$ cat src/rtl/bias_stream_ctrl.sv
// Bias ROM sequencer: sweeps ROM entries 0..MEM_SIZE-1 REPEAT times per
// ap_start and streams every word into the output FIFO through a 2-entry
// buffer that absorbs the 1-cycle ROM latency and FIFO backpressure.
module bias_stream_ctrl #(
  parameter int unsigned MEM_SIZE   = 16,
  parameter int unsigned DATA_WIDTH = 16,
  parameter int unsigned REPEAT     = 1
) (
  input  logic                                        ap_clk,
  input  logic                                        ap_rst_n,
  input  logic                                        ap_start,
  output logic                                        ap_idle,
  output logic                                        ap_done,
  output logic [((MEM_SIZE > 1) ? $clog2(MEM_SIZE) : 1)-1:0] bias_address,
  output logic                                        bias_ce,
  input  logic [DATA_WIDTH-1:0]                       bias_q,
  output logic [DATA_WIDTH-1:0]                       output_V_din,
  input  logic                                        output_V_full_n,
  output logic                                        output_V_write
);

  localparam int unsigned AW = (MEM_SIZE > 1) ? $clog2(MEM_SIZE) : 1;
  localparam int unsigned RW = (REPEAT > 1) ? $clog2(REPEAT) : 1;
  localparam logic [AW-1:0] ADDR_LAST = AW'(MEM_SIZE - 1);
  localparam logic [RW-1:0] REP_LAST  = RW'(REPEAT - 1);

  typedef enum logic [1:0] {
    S_IDLE  = 2'd0,
    S_RUN   = 2'd1,
    S_DRAIN = 2'd2,
    S_DONE  = 2'd3
  } state_e;

  state_e                state_q, state_d;
  logic [AW-1:0]         addr_q, addr_d;
  logic [RW-1:0]         rep_q, rep_d;
  logic [1:0]            cnt_q, cnt_d;
  logic                  inflight_q, inflight_d;
  logic [DATA_WIDTH-1:0] buf_q [2];
  logic [DATA_WIDTH-1:0] buf_d [2];
  logic [DATA_WIDTH-1:0] din_q, din_d;

  logic                  buf_vld_c;
  logic                  wr_c;
  logic                  ce_c;
  logic                  pop_c;
  logic                  push_c;
  logic [2:0]            occ_c;
  logic [DATA_WIDTH-1:0] head_c;

  // Buffer, write and issue logic; a word landing on bias_q is already the
  // head when the buffer is empty, so it can be written the cycle it arrives.
  always_comb begin
    buf_vld_c  = (cnt_q != 2'd0);
    wr_c       = (buf_vld_c | inflight_q) & output_V_full_n;
    head_c     = buf_vld_c ? buf_q[0] : bias_q;
    occ_c      = 3'(cnt_q) + 3'(inflight_q) - 3'(wr_c);
    ce_c       = (state_q == S_RUN) && (occ_c < 3'd2);
    pop_c      = wr_c & buf_vld_c;
    push_c     = inflight_q & ~(wr_c & ~buf_vld_c);
    buf_d      = buf_q;
    if (pop_c) begin
      buf_d[0] = buf_q[1];
    end
    if (push_c) begin
      buf_d[1'(cnt_q - 2'(pop_c))] = bias_q;
    end
    cnt_d      = cnt_q + 2'(push_c) - 2'(pop_c);
    inflight_d = ce_c;
    din_d      = wr_c ? head_c : din_q;
  end

  // Next-state and sweep counters.
  always_comb begin
    state_d = state_q;
    addr_d  = addr_q;
    rep_d   = rep_q;
    if (ce_c) begin
      if (addr_q == ADDR_LAST) begin
        addr_d = '0;
        rep_d  = rep_q + RW'(1);
      end else begin
        addr_d = addr_q + AW'(1);
      end
    end
    case (state_q)
      S_IDLE: begin
        if (ap_start) begin
          state_d = S_RUN;
          addr_d  = '0;
          rep_d   = '0;
        end
      end
      S_RUN: begin
        if (ce_c && (addr_q == ADDR_LAST) && (rep_q == REP_LAST)) begin
          state_d = S_DRAIN;
        end
      end
      S_DRAIN: begin
        if ((cnt_d == 2'd0) && !inflight_d) begin
          state_d = S_DONE;
        end
      end
      S_DONE:  state_d = S_IDLE;
      default: state_d = S_IDLE;
    endcase
  end

  // State and datapath registers.
  always_ff @(posedge ap_clk or negedge ap_rst_n) begin
    if (!ap_rst_n) begin
      state_q    <= S_IDLE;
      addr_q     <= '0;
      rep_q      <= '0;
      cnt_q      <= '0;
      inflight_q <= 1'b0;
      buf_q      <= '{default: '0};
      din_q      <= '0;
    end else begin
      state_q    <= state_d;
      addr_q     <= addr_d;
      rep_q      <= rep_d;
      cnt_q      <= cnt_d;
      inflight_q <= inflight_d;
      buf_q      <= buf_d;
      din_q      <= din_d;
    end
  end

  assign ap_idle        = (state_q == S_IDLE);
  assign ap_done        = (state_q == S_DONE);
  assign bias_address   = addr_q;
  assign bias_ce        = ce_c;
  assign output_V_write = wr_c;
  assign output_V_din   = din_d;

endmodule
$ cat config.mk
export PLATFORM = sky130hd
export DESIGN_NAME = bias_stream_ctrl
export DESIGN_NICKNAME = d
export VERILOG_FILES = /design/src/rtl/bias_stream_ctrl.sv
export SDC_FILE = /design/constraint.sdc
export NUM_CORES = 1
export LEC_CHECK = 0
export BUFFER_PORTS_ARGS = -buffer_cell sky130_fd_sc_hd__buf_2
export CAP_MARGIN = 20
export CORE_MARGIN = 2
export CORE_UTILIZATION = 55
export DETAILED_ROUTE_END_ITERATION = 12
export GPL_ROUTABILITY_DRIVEN = 0
export HOLD_SLACK_MARGIN = 0.12
export PLACE_DENSITY = 0.78
export SLEW_MARGIN = 20
export SYNTH_ARGS = -nofsm -noshare
export SYNTH_HDL_FRONTEND = slang
export SYNTH_SLANG_ARGS = --single-unit
$ cat constraint.sdc
create_clock -name ap_clk -period 3.49 [get_ports ap_clk]
set_clock_uncertainty 0.2 [all_clocks]
set_input_delay 0.5235 -clock ap_clk [delete_from_list [all_inputs] [get_ports ap_clk]]
set_output_delay 0.5235 -clock ap_clk [all_outputs]
set_load 0.005 [all_outputs]
* After elaboration in Yosys (flattened, before gate mapping)
Index checks and enable logic that the tools add are counted.
** Operators by class
- Add/subtract/negate cells :: 7
- $lt $le $gt $ge :: 3
- Equal/unequal tests :: 7
- Muxes and demuxes :: 19
- Bitwise operators :: 9
- Reduce and logical (&&, ||, !) cells :: 10
** Operators with widths (number)
- 16-bit two-way mux :: 4
- 32-bit bitwise mux :: 1
- 32-bit two-way mux :: 1
- 16-bit demux with 1-bit select :: 1
- 4-bit two-way mux :: 4
- 2-bit one-hot mux with 4 select lines :: 1
- 2-bit two-way mux :: 3
- 1-bit logical AND :: 5
- 4-bit by 1-bit adder with 4-bit output (second input constant) :: 1
- 1-bit bitwise AND :: 4
- 2-bit equality test (second input constant) :: 2
- 4-bit equality test (second input constant) :: 1
- 2-bit zero test :: 2
- 1-bit two-way mux :: 4
- 2-bit != test (second input constant) :: 2
- 2-bit by 1-bit adder with 3-bit output :: 1
- 3-bit by 2-bit less-than comparator with 1-bit output (second input constant) :: 1
- 1-bit NOT :: 3
- 3-bit AND reduction :: 1
- 3-bit by 1-bit subtractor with 3-bit output :: 1
- 2-bit by 1-bit adder with 2-bit output :: 1
- 2-bit by 1-bit equality test with 1-bit output (second input constant) :: 1
- 2-bit greater-or-equal comparator (second input constant) :: 1
- 2-bit by 1-bit less-than comparator with 1-bit output (second input constant) :: 1
- other kinds (8) :: 8
** Storage, ports and cells
- Flip-flop bits (word level) :: 58
- Output and inout bits :: 24
- Logic and storage cells :: 63

* Longest topological paths before layout
Gate-level depths: netlist (run 1).
- Depth in word-level cells :: 12
- Depth in mapped cells :: 13
- Mapped depth without buffers :: 10

* Worst setup path after synthesis (run 1)
No wires, ideal clock.
- Kind :: register to register
- From :: register cnt_q[1]
- To :: register state_q[1]
- Setup time :: 0.128 ns
- Arrival :: 2.828 ns
- Path slack :: 0.335 ns
- Stages on the path, launching flop included :: 14
- Cells stage by stage :: dfrtp_1 -> buf_6 -> nor2_1 -> and3_1 -> clkbuf_1 -> clkbuf_1 -> nand2b_1 -> ha_1 -> inv_1 -> ha_1 -> xor3_1 -> a211o_1 -> a221oi_2 -> mux2_1
** On the way
- Word-level cells in the longest chain between the ends :: 12
- Elaborated cells between the ends (all ways) :: 22
- Classes of those cells :: add/sub: 4; order compare: 1; eq/ne: 2; bitwise: 7; reduce/logical: 8
** RTL lines
- from (decl) :: line 37 : logic [1:0] cnt_q, cnt_d;
- from (signal assigned) :: line 123 : cnt_q <= cnt_d;
- 2-bit nonzero test :: line 54 : buf_vld_c = (cnt_q != 2'd0);
- 1-bit bitwise OR :: line 55 : wr_c = (buf_vld_c | inflight_q) & output_V_full_n;
- 1-bit bitwise AND :: line 55
- 1-bit bitwise AND :: line 60 : push_c = inflight_q & ~(wr_c & ~buf_vld_c);
- 1-bit NOT :: line 60
- 1-bit bitwise AND :: line 60
- 2-bit by 1-bit adder with 2-bit output :: line 68 : cnt_d = cnt_q + 2'(push_c) - 2'(pop_c);
- 2-bit by 1-bit subtractor with 2-bit output * :: line 68
- named net cnt_d[1] :: line 37
- 2-bit zero test * :: line 100 : if ((cnt_d == 2'd0) && !inflight_d) begin
- 1-bit logical AND * :: line 100
- 2-bit != test (no source line) *
- 3-bit AND reduction (no source line) *
- to (signal assigned) :: line 120 : state_q <= state_d;
- to (decl) :: line 34 : state_e state_q, state_d;
Mark *: on every way through the listed nets, which the timed path passes. The rest lies on a longest branch.
A chain may end at the register's enable or synchronous reset.

* Worst setup path after layout (run 1)
- From :: register cnt_q[1]
- To :: output port bias_ce
** On the way
- Word-level cells in the longest chain between the ends :: 6
- Elaborated cells between the ends (all ways) :: 7
- Classes of those cells :: add/sub: 2; order compare: 1; bitwise: 2; reduce/logical: 2
** RTL lines
- 2-bit nonzero test :: line 54
- 1-bit bitwise OR :: line 55
- 1-bit bitwise AND :: line 55
- 3-bit by 1-bit subtractor with 3-bit output * :: line 57 : occ_c = 3'(cnt_q) + 3'(inflight_q) - 3'(wr_c);
- 3-bit by 2-bit less-than comparator with 1-bit output * :: line 58 : ce_c = (state_q == S_RUN) && (occ_c < 3'd2);
- 1-bit logical AND * :: line 58
- to (decl) :: line 15 : output logic bias_ce,
Every way passes the cells marked *; elsewhere a longest branch is shown, timed or not.

==> results of run 1 <==
==> stage by stage <==
stage	setup slack, ps	utilization (%)	cell area (µm²)	hold slack, ps	cells
after floorplan	335	-	2640	27.9	221
after global placement	642	62.2	2920	262	311
after detailed placement	589	62.2	2920	270	311
after CTS	367	66.5	3120	215	326
after global routing	225	66.5	3120	213	326
final	393	66.5	3120	231	326
==> synth_stat cells, drive strengths merged (3+ instances only) <==
cell	number
a21oi	7
a222oi	16
and2	3
buf	7
clkbuf	6
dfrtp	58
ha	7
inv	22
mux2	17
mux2i	18
nand2	17
nor2b	3
o21ai	17
xor2	3
==> metal layers <==
layer	global-route usage [%]	wire (µm)	vias up
met3	7.41	286	7
met2	33.5	2390	56
met4	8.48	78	0
li1	-	-	888
met5	0	0	-
met1	27.9	2270	905
==> report_power, final <==
part           internal [mW]  leakage (nW)  switching [mW]  total, mW
clock network          0.358         0.101           0.244      0.601
registers              0.960         0.739           0.172       1.13
logic                  0.511         0.808           0.505       1.02
total                   1.83          1.65           0.920       2.75
==> critical path, stage by stage, from the launching register on <==
cell and delay [ps]:
dfrtp_1 490, o21ai_2 240, nor2_1 80, fa_1 410, xnor2_1 340, and2_1 320
buf_2 160
==> layout make-up <==
| type | instances | area share, % |
|---|---|---|
| clock buffer | 11 | 4.85 |
| multi-input combinational | 127 | 33.8 |
| timing repair buffer | 50 | 8.66 |
| inverter | 23 | 2.77 |
| sequential | 58 | 46.5 |
| clock inverter | 3 | 1.28 |
| tap | 54 | 2.16 |
==> cells in the final DEF, fill, tap and decap left out, drive strengths merged, types with 7 or more instances in the layout <==
cell    instances
nand2          17
mux2i          18
inv            22
a222oi         16
o21ai          17
a21oi           7
buf            49
ha              7
dfrtp          58
mux2           17
clkbuf         11
==> worst max path at each step <==
stage                       endpoint  slack (ps)             from
after floorplan           state_q[1]         330         cnt_q[1]
after global placement    state_q[1]         640  output_V_full_n
after detailed placement  state_q[1]         590  output_V_full_n
after CTS                    bias_ce         370         cnt_q[1]
after global routing         bias_ce         220         cnt_q[1]
final                        bias_ce         390         cnt_q[1]
==> kinds of logic after synthesis <==
kind of cell,Yosys count,share of synthesized area [%]
AO/OA/AOI/OAI,47,13.1
XOR/XNOR,5,2.23
adder cells (fa/ha/maj),8,4.07
buffers and inverters,36,5.68
flip-flops,58,54.9
multiplexers,35,14.1
AND/OR/NAND/NOR,32,5.92
==> metrics.csv, run 1 <==
metric,value,unit
# setup viols final,0,
ANT cells,0,
die height,73.3,µm
Worst Tran Pin Value,813,ps
Skew-Pair Late Insertion Delay,330,ps
"FFs w/ async S/R, synth",100,%
Ys Warns,0,
Ports,44,
Sum Neg Setup Slack,0,ps
R2R Path End,state_q[1],
Slew Limit Fails,0,
Starting Density,56.3,%
Remaining DRCs,0,
R2R Setup Slk,630,ps
die area,0.00538,mm²
HP Class,input port to register,
Area contributors post-synth,"dfrtp_1, mux2i_1, mux2_2",
layout net count,297,
GRT overflow,0,
drt first pass iters,7,
Final Cycle Share,88.7,%
Sink Count,58,
CP endpoint kind,output port,
leak pwr,1.65,nW
Root Driver,clkbuf_8,
fmax,323,MHz
dpl hpwl,3290,µm
number of cell rows,25,
Synth Net Count,249,
maximum vdd ir drop,0.421,mV
final antenna-violating net count,0,
CTS tree,done,
Fillers,353,
Post-Synthesis Cells,221,
footprint of the multi-input gates,0.00105,mm²
PwrDens,881,mW/mm²
Post-Route WL,5030,µm
R2R depth,10,
Final Hold Vio Count,0,
"Top FF cell, synth",dfrtp_1,
Via density,5.69,
cell taking the most area after synthesis,dfrtp_1,
Worst Hold End,buf_q[19],
GR Util All Layers,21.5,%
Register Area,0.00145,mm²
CTS resizes,0,
Yosys cell types,33,
largest net degree at the start of global routing,41,
initial antenna violation count,0,
Chip Width,73.3,µm
area grow syn2layout,18.1,%
status,"complete, no violations",
Post-synth EDFFs,0,
synthesis-stage register bit count,58,
hold-fix buffers at CTS,1,
Syn Area/Cell,12.0,µm²
worst r2r src,cnt_q[1],
critical path class,register to output port,
routed len/inst,15.4,µm
CP required,2770,ps
Num CTS Buffers,9,
clock tree buffer depth,2,
total number of vias,1856,
setup bufs post-CTS,0,
H-Tree Depth,3,
max-cap violations,0,
top cell type's share of synthesized area,54.9,%
unrepaired setup endpoints after global routing,false,
sequential fraction of the synthesis area,54.9,%
first-pass GRT wire length,8470,µm
Hold Crit Depth,3,
vias in the first global route,1838,
Synth Cell Area,0.00264,mm²
"Min Clock Period, post-route",3100,ps
Design Power,2.75,mW
startpoint class of the critical path,register,
layout cells sized above 1,30.5,%
Worst-path clk slew,60,ps
core area,0.00469,mm²
DR iter-0 viols,154,
Hold Crit Start,bias_q[3],
number of port buffers,43,
crit path DAT,2370,ps
critical path peak fanout,7,
Max-slew headroom,45.8,%
(Power assumes the default switching activity.)
==> inputs of run 2 (changes only) <==
--- a/config.mk
+++ b/config.mk
@@ -13,6 +13,7 @@
 export GPL_ROUTABILITY_DRIVEN = 0
 export HOLD_SLACK_MARGIN = 0.12
 export PLACE_DENSITY = 0.78
+export RECOVER_POWER = 100
 export SLEW_MARGIN = 20
 export SYNTH_ARGS = -nofsm -noshare
 export SYNTH_HDL_FRONTEND = slang
==> run 2 against run 1 <==
  * Register-to-register slack lost 90 ps
  * Combinational power hardly changed
  * Hold slack got worse by 7.1 ps
  * Die area did not move
  * Global-route usage unchanged
  * Largest cell class unchanged
  * Cell count did not move
  * Critical endpoint unchanged
  * Wire length is 0.20% higher
  * Critical path depth is the same
  * Via count fell by 1.2%
  * Highest routed layer unchanged
==> metrics.csv, run 2 (synthesized netlist as in run 1, its figures left out) <==
metric,value,unit,change
Sink Count,58,,unchanged
unrepaired setup endpoints after global routing,false,,unchanged
layout cells sized above 1,25.0,%,was 30.5%
Remaining DRCs,0,,unchanged
initial antenna violation count,0,,unchanged
number of cell rows,25,,unchanged
"commonest non-fill, non-tap cell in the layout",dfrtp_1,,unchanged
Root Driver,clkbuf_8,,unchanged
number of port buffers,43,,unchanged
Hold Crit Depth,3,,unchanged
Placed Cells,311,,unchanged
layout net count,297,,unchanged
final antenna-violating net count,0,,unchanged
first-pass GRT wire length,8470,µm,unchanged
vias in the first global route,1838,,unchanged
routed len/inst,15.5,µm,was 15.4 µm
max-cap violations,0,,unchanged
Worst Tran Pin Value,1210,ps,was 813 ps
critical path class,register to output port,,unchanged
clock tree buffer depth,2,,unchanged
status,"complete, no violations",,unchanged
Post-Route WL,5040,µm,was 5030 µm
min setup slack post-route,309,ps,was 393 ps
CP endpoint kind,output port,,unchanged
CTS tree,done,,unchanged
Worst-path clk slew,60,ps,about the same
worst r2r src,cnt_q[1],,unchanged
die area,0.00538,mm²,unchanged
# setup viols final,0,,unchanged
Hold Crit Start,bias_q[13],,was bias_q[3]
GR Util All Layers,21.5,%,unchanged
hold-fix buffers at CTS,1,,unchanged
Skew-Pair Late Insertion Delay,340,ps,was 330 ps
drt first pass iters,4,,was 7
critical path peak fanout,7,,unchanged
R2R Path End,state_q[1],,unchanged
Worst Hold End,buf_q[29],,was buf_q[19]
Ports,44,,unchanged
Sum Neg Setup Slack,0,ps,unchanged
largest net degree at the start of global routing,41,,unchanged
GRT overflow,0,,unchanged
Post-Layout Inst Area,0.00309,mm²,was 0.00312 mm²
crit path DAT,2460,ps,was 2370 ps
total number of vias,1833,,"was 1,856"
Num CTS Buffers,9,,unchanged
Chip Width,73.3,µm,unchanged
CTS resizes,0,,unchanged
DR iter-0 viols,175,,was 154
Starting Density,56.3,%,unchanged
setup bufs post-CTS,0,,unchanged
Final Hold Vio Count,0,,unchanged
die height,73.3,µm,unchanged
placed inst area,0.00292,mm²,unchanged
core area,0.00469,mm²,unchanged
Slew Limit Fails,0,,unchanged
Fillers,361,,was 353
dpl hpwl,3290,µm,unchanged
R2R Setup Slk,540,ps,was 630 ps
ANT cells,0,,unchanged
HP Class,input port to register,,unchanged
"Min Clock Period, post-route",3180,ps,was 3100 ps
Final Cycle Share,91.1,%,was 88.7%
maximum vdd ir drop,0.418,mV,was 0.421 mV
area grow syn2layout,16.9,%,was 18.1%
Via density,5.62,,was 5.69
R2R depth,10,,unchanged
H-Tree Depth,3,,unchanged
leak pwr,1.59,nW,was 1.65 nW
worst hold slack,224,ps,was 231 ps
startpoint class of the critical path,register,,unchanged
most frequent cells in the layout,"dfrtp_1, buf_2, inv_1",,unchanged
CP required,2770,ps,about the same
pre-CTS setup slack,589,ps,unchanged
Max-slew headroom,19.6,%,was 45.8%
PwrDens,883,mW/mm²,was 881 mW/mm²
fmax,314,MHz,was 323 MHz
Non-Filler Instances,326,,unchanged
-- run 2: power by group --
group,internal (mW),switching (mW)
Combinational,0.487,0.503
Sequential,0.960,0.172
Clock,0.358,0.247
-- run 2: worst max-delay path, stage by stage, from the launching register on --
cell and delay (ps):
dfrtp_1 490, o21ai_2 240, nor2_1 80, fa_1 410
xnor2_1 340, and2_0 380, clkbuf_2 180
-- run 2: metrics by stage --
stage	util, %	total power, mW
finish	65.8	2.73
CTS	66.5	2.78
floorplan	-	1.84
detailed placement	62.2	2.17
global placement	62.2	2.12
global route	65.8	2.95
-- run 2: worst max-delay path by stage --
stage | startpoint | end | cells after the start
CTS | cnt_q[1] | bias_ce | 6
detailed placement | output_V_full_n | state_q[1] | 10
finish | cnt_q[1] | bias_ce | 6
global route | cnt_q[1] | bias_ce | 6
global placement | output_V_full_n | state_q[1] | 10
floorplan | cnt_q[1] | state_q[1] | 13
-- run 2: routing by layer --
metal  global-route usage, %  part of all wire, %  vias to the layer above
li1                        -                    -                      886
met1                    27.9                   46                      887
met2                    33.5                   46                       52
met3                    7.41                  5.4                        8
met4                    8.48                  2.1                        0
met5                       0                    0                        -
-- run 2: area by class of cell --
cell class,instances,area [µm²],area share (%)
clock inverter,3,40.0,1.30
tap,54,67.6,2.19
multi-input combinational,127,1050,34.0
clock buffer,11,151,4.90
sequential,58,1450,47.0
inverter,23,86.3,2.80
timing repair buffer,50,243,7.86
==> inputs of run 3 (changes only) <==
--- a/config.mk
+++ b/config.mk
@@ -8,11 +8,10 @@
 export BUFFER_PORTS_ARGS = -buffer_cell sky130_fd_sc_hd__buf_2
 export CAP_MARGIN = 20
 export CORE_MARGIN = 2
-export CORE_UTILIZATION = 55
+export CORE_UTILIZATION = 38
 export DETAILED_ROUTE_END_ITERATION = 12
 export GPL_ROUTABILITY_DRIVEN = 0
 export HOLD_SLACK_MARGIN = 0.12
-export PLACE_DENSITY = 0.78
 export RECOVER_POWER = 100
 export SLEW_MARGIN = 20
 export SYNTH_ARGS = -nofsm -noshare
==> run 3 against run 2 <==
  * Global-route usage decreased by 5.6 points
  * First-iteration DRC count increased by 13%
  * Clock power decreased by 5.8%
  * Worst setup slack improved by 10 ps
  * Non-clock buffer count increased by 1
  * Hold slack got worse by 2.4 ps
  * Total power decreased by 1.3%
  * Clock-buffer cell count increased by 3
  * Critical endpoint unchanged
==> metrics.csv, run 3 (synthesized netlist as in run 1, its figures left out) <==
metric,value,unit,change
number of port buffers,43,,unchanged
Sink Count,58,,unchanged
clock tree buffer depth,2,,unchanged
CP max-delay cell,dfrtp_1,,unchanged
Worst path max stage delay,500,ps,was 490 ps
status,"complete, no violations",,unchanged
die area,0.00764,mm²,was 0.00538 mm²
number of cell rows,30,,was 25
critical path class,register to output port,,unchanged
layout net count,298,,was 297
sequential cell fraction of total power,42.0,%,was 41.5%
initial antenna violation count,0,,unchanged
Via density,5.26,,was 5.62
first-pass GRT wire length,9010,µm,was 8470 µm
Hold Crit Depth,3,,unchanged
startpoint class of the critical path,register,,unchanged
Worst-path clk slew,60,ps,about the same
maximum vdd ir drop,0.286,mV,was 0.418 mV
Worst Tran Pin Value,1270,ps,was 1210 ps
Int Pwr,1.76,mW,was 1.80 mW
Post-Layout Inst Area,0.00312,mm²,was 0.00309 mm²
DR iter-0 viols,197,,was 175
largest net degree at the start of global routing,48,,was 41
Worst Hold End,buf_q[30],,was buf_q[29]
unrepaired setup endpoints after global routing,false,,unchanged
Num CTS Buffers,9,,unchanged
Max-slew headroom,15.5,%,was 19.6%
"Min Clock Period, post-route",3170,ps,was 3180 ps
Ports,44,,unchanged
ANT cells,0,,unchanged
Final Hold Vio Count,0,,unchanged
die height,87.4,µm,was 73.3 µm
"commonest non-fill, non-tap cell in the layout",dfrtp_1,,unchanged
H-Tree Depth,3,,unchanged
sw power,0.931,mW,was 0.921 mW
Slew Limit Fails,0,,unchanged
vias in the first global route,1765,,"was 1,838"
crit-path cells,o21ai_2 > nor2_1 > fa_1 > xnor2_1 > and2_0 > buf_2,,was o21ai_2 > nor2_1 > fa_1 > xnor2_1 > and2_0 > clkbuf_2
dpl hpwl,3500,µm,was 3290 µm
final antenna-violating net count,0,,unchanged
routed len/inst,15.4,µm,was 15.5 µm
area grow syn2layout,17.9,%,was 16.9%
Post-Route WL,5470,µm,was 5040 µm
Net Sw Frac,34.6,%,was 33.8%
Hold Crit Start,bias_q[14],,was bias_q[13]
placed inst area,0.00296,mm²,was 0.00292 mm²
Clk pwr share,21.2,%,was 22.2%
CP required,2770,ps,about the same
R2R Path End,state_q[1],,unchanged
Fillers,647,,was 361
GRT overflow,0,,unchanged
drt first pass iters,5,,was 4
worst r2r src,cnt_q[1],,unchanged
footprint of the multi-input gates,0.00105,mm²,unchanged
crit path DAT,2450,ps,was 2460 ps
critical path peak fanout,7,,unchanged
GR Util All Layers,15.9,%,was 21.5%
PwrDens,864,mW/mm²,was 883 mW/mm²
Logic pwr share,36.8,%,was 36.3%
R2R Setup Slk,540,ps,about the same
Chip Width,87.4,µm,was 73.3 µm
CP endpoint kind,output port,,unchanged
layout cells sized above 1,24.4,%,was 25.0%
fmax,315,MHz,was 314 MHz
Register Area,0.00145,mm²,unchanged
total number of vias,1868,,"was 1,833"
most frequent cells in the layout,"dfrtp_1, buf_2, inv_1",,unchanged
Skew-Pair Late Insertion Delay,340,ps,about the same
Remaining DRCs,0,,unchanged
Root Driver,clkbuf_8,,unchanged
leak pwr,1.59,nW,about the same
R2R depth,10,,unchanged
Final Cycle Share,90.8,%,was 91.1%
max-cap violations,0,,unchanged
core area,0.00676,mm²,was 0.00469 mm²
HP Class,input port to register,,unchanged
CTS tree,done,,unchanged
# setup viols final,0,,unchanged
Sum Neg Setup Slack,0,ps,unchanged
Starting Density,39.1,%,was 56.3%
run 3: critical path: cells and delay by family (launching register included):
kind            cells  cell delay [ps]
flops               1              500
fa+ha+maj           1              410
xor+xnor            1              340
buf+inv             1              180
compound gates      1              230
simple gates        2              460
run 3: layout make-up:
class | count | area share [%]
clock buffer | 14 | 5.54
clock inverter | 2 | 0.321
inverter | 23 | 2.77
multi-input combinational | 127 | 33.6
sequential | 58 | 46.6
tap | 80 | 3.21
timing repair buffer | 51 | 7.95
run 3: timing repair:
item,in CTS,in global routing
buffers inserted,0,0
resized for setup,0,0
endpoints found under the hold margin,0,46
hold buffers,0,1
run 3: per-layer routing:
metal,vias up,GRT usage (%),part of all wire [%]
met3,8,7.01,5.4
met2,45,23.1,49
li1,893,-,-
met5,-,0,0
met4,0,5.45,1.4
met1,922,21.0,45
run 3: per-stage QoR:
step	power, mW	std cells	util (%)	setup slack [ps]	hold WS [ps]
floorplan	1.84	221	-	335	27.9
global placement	2.14	338	43.8	645	265
detailed placement	2.18	338	43.8	586	275
CTS	2.76	354	46.5	382	204
global route	2.92	355	46.1	125	209
finish	2.69	355	46.1	320	221
run 3: worst max-delay path by stage:
| stage | from | end | slack (ps) | cells past startpoint |
|---|---|---|---|---|
| after global routing | cnt_q[1] | bias_ce | 130 | 6 |
| final | cnt_q[1] | bias_ce | 320 | 6 |
| after CTS | cnt_q[1] | bias_ce | 380 | 6 |
| after detailed placement | output_V_full_n | state_q[1] | 590 | 10 |
| after global placement | output_V_full_n | state_q[1] | 640 | 10 |
| after floorplan | cnt_q[1] | state_q[1] | 330 | 13 |
run 3: power groups by stage:
stage | combinational (mW) | sequential [mW] | clock (mW)
floorplan | 0.750 | 1.09 | 0
global placement | 1.01 | 1.13 | 0
detailed placement | 1.03 | 1.14 | 0
CTS | 1.04 | 1.13 | 0.588
global route | 1.13 | 1.17 | 0.625
finish | 0.991 | 1.13 | 0.570
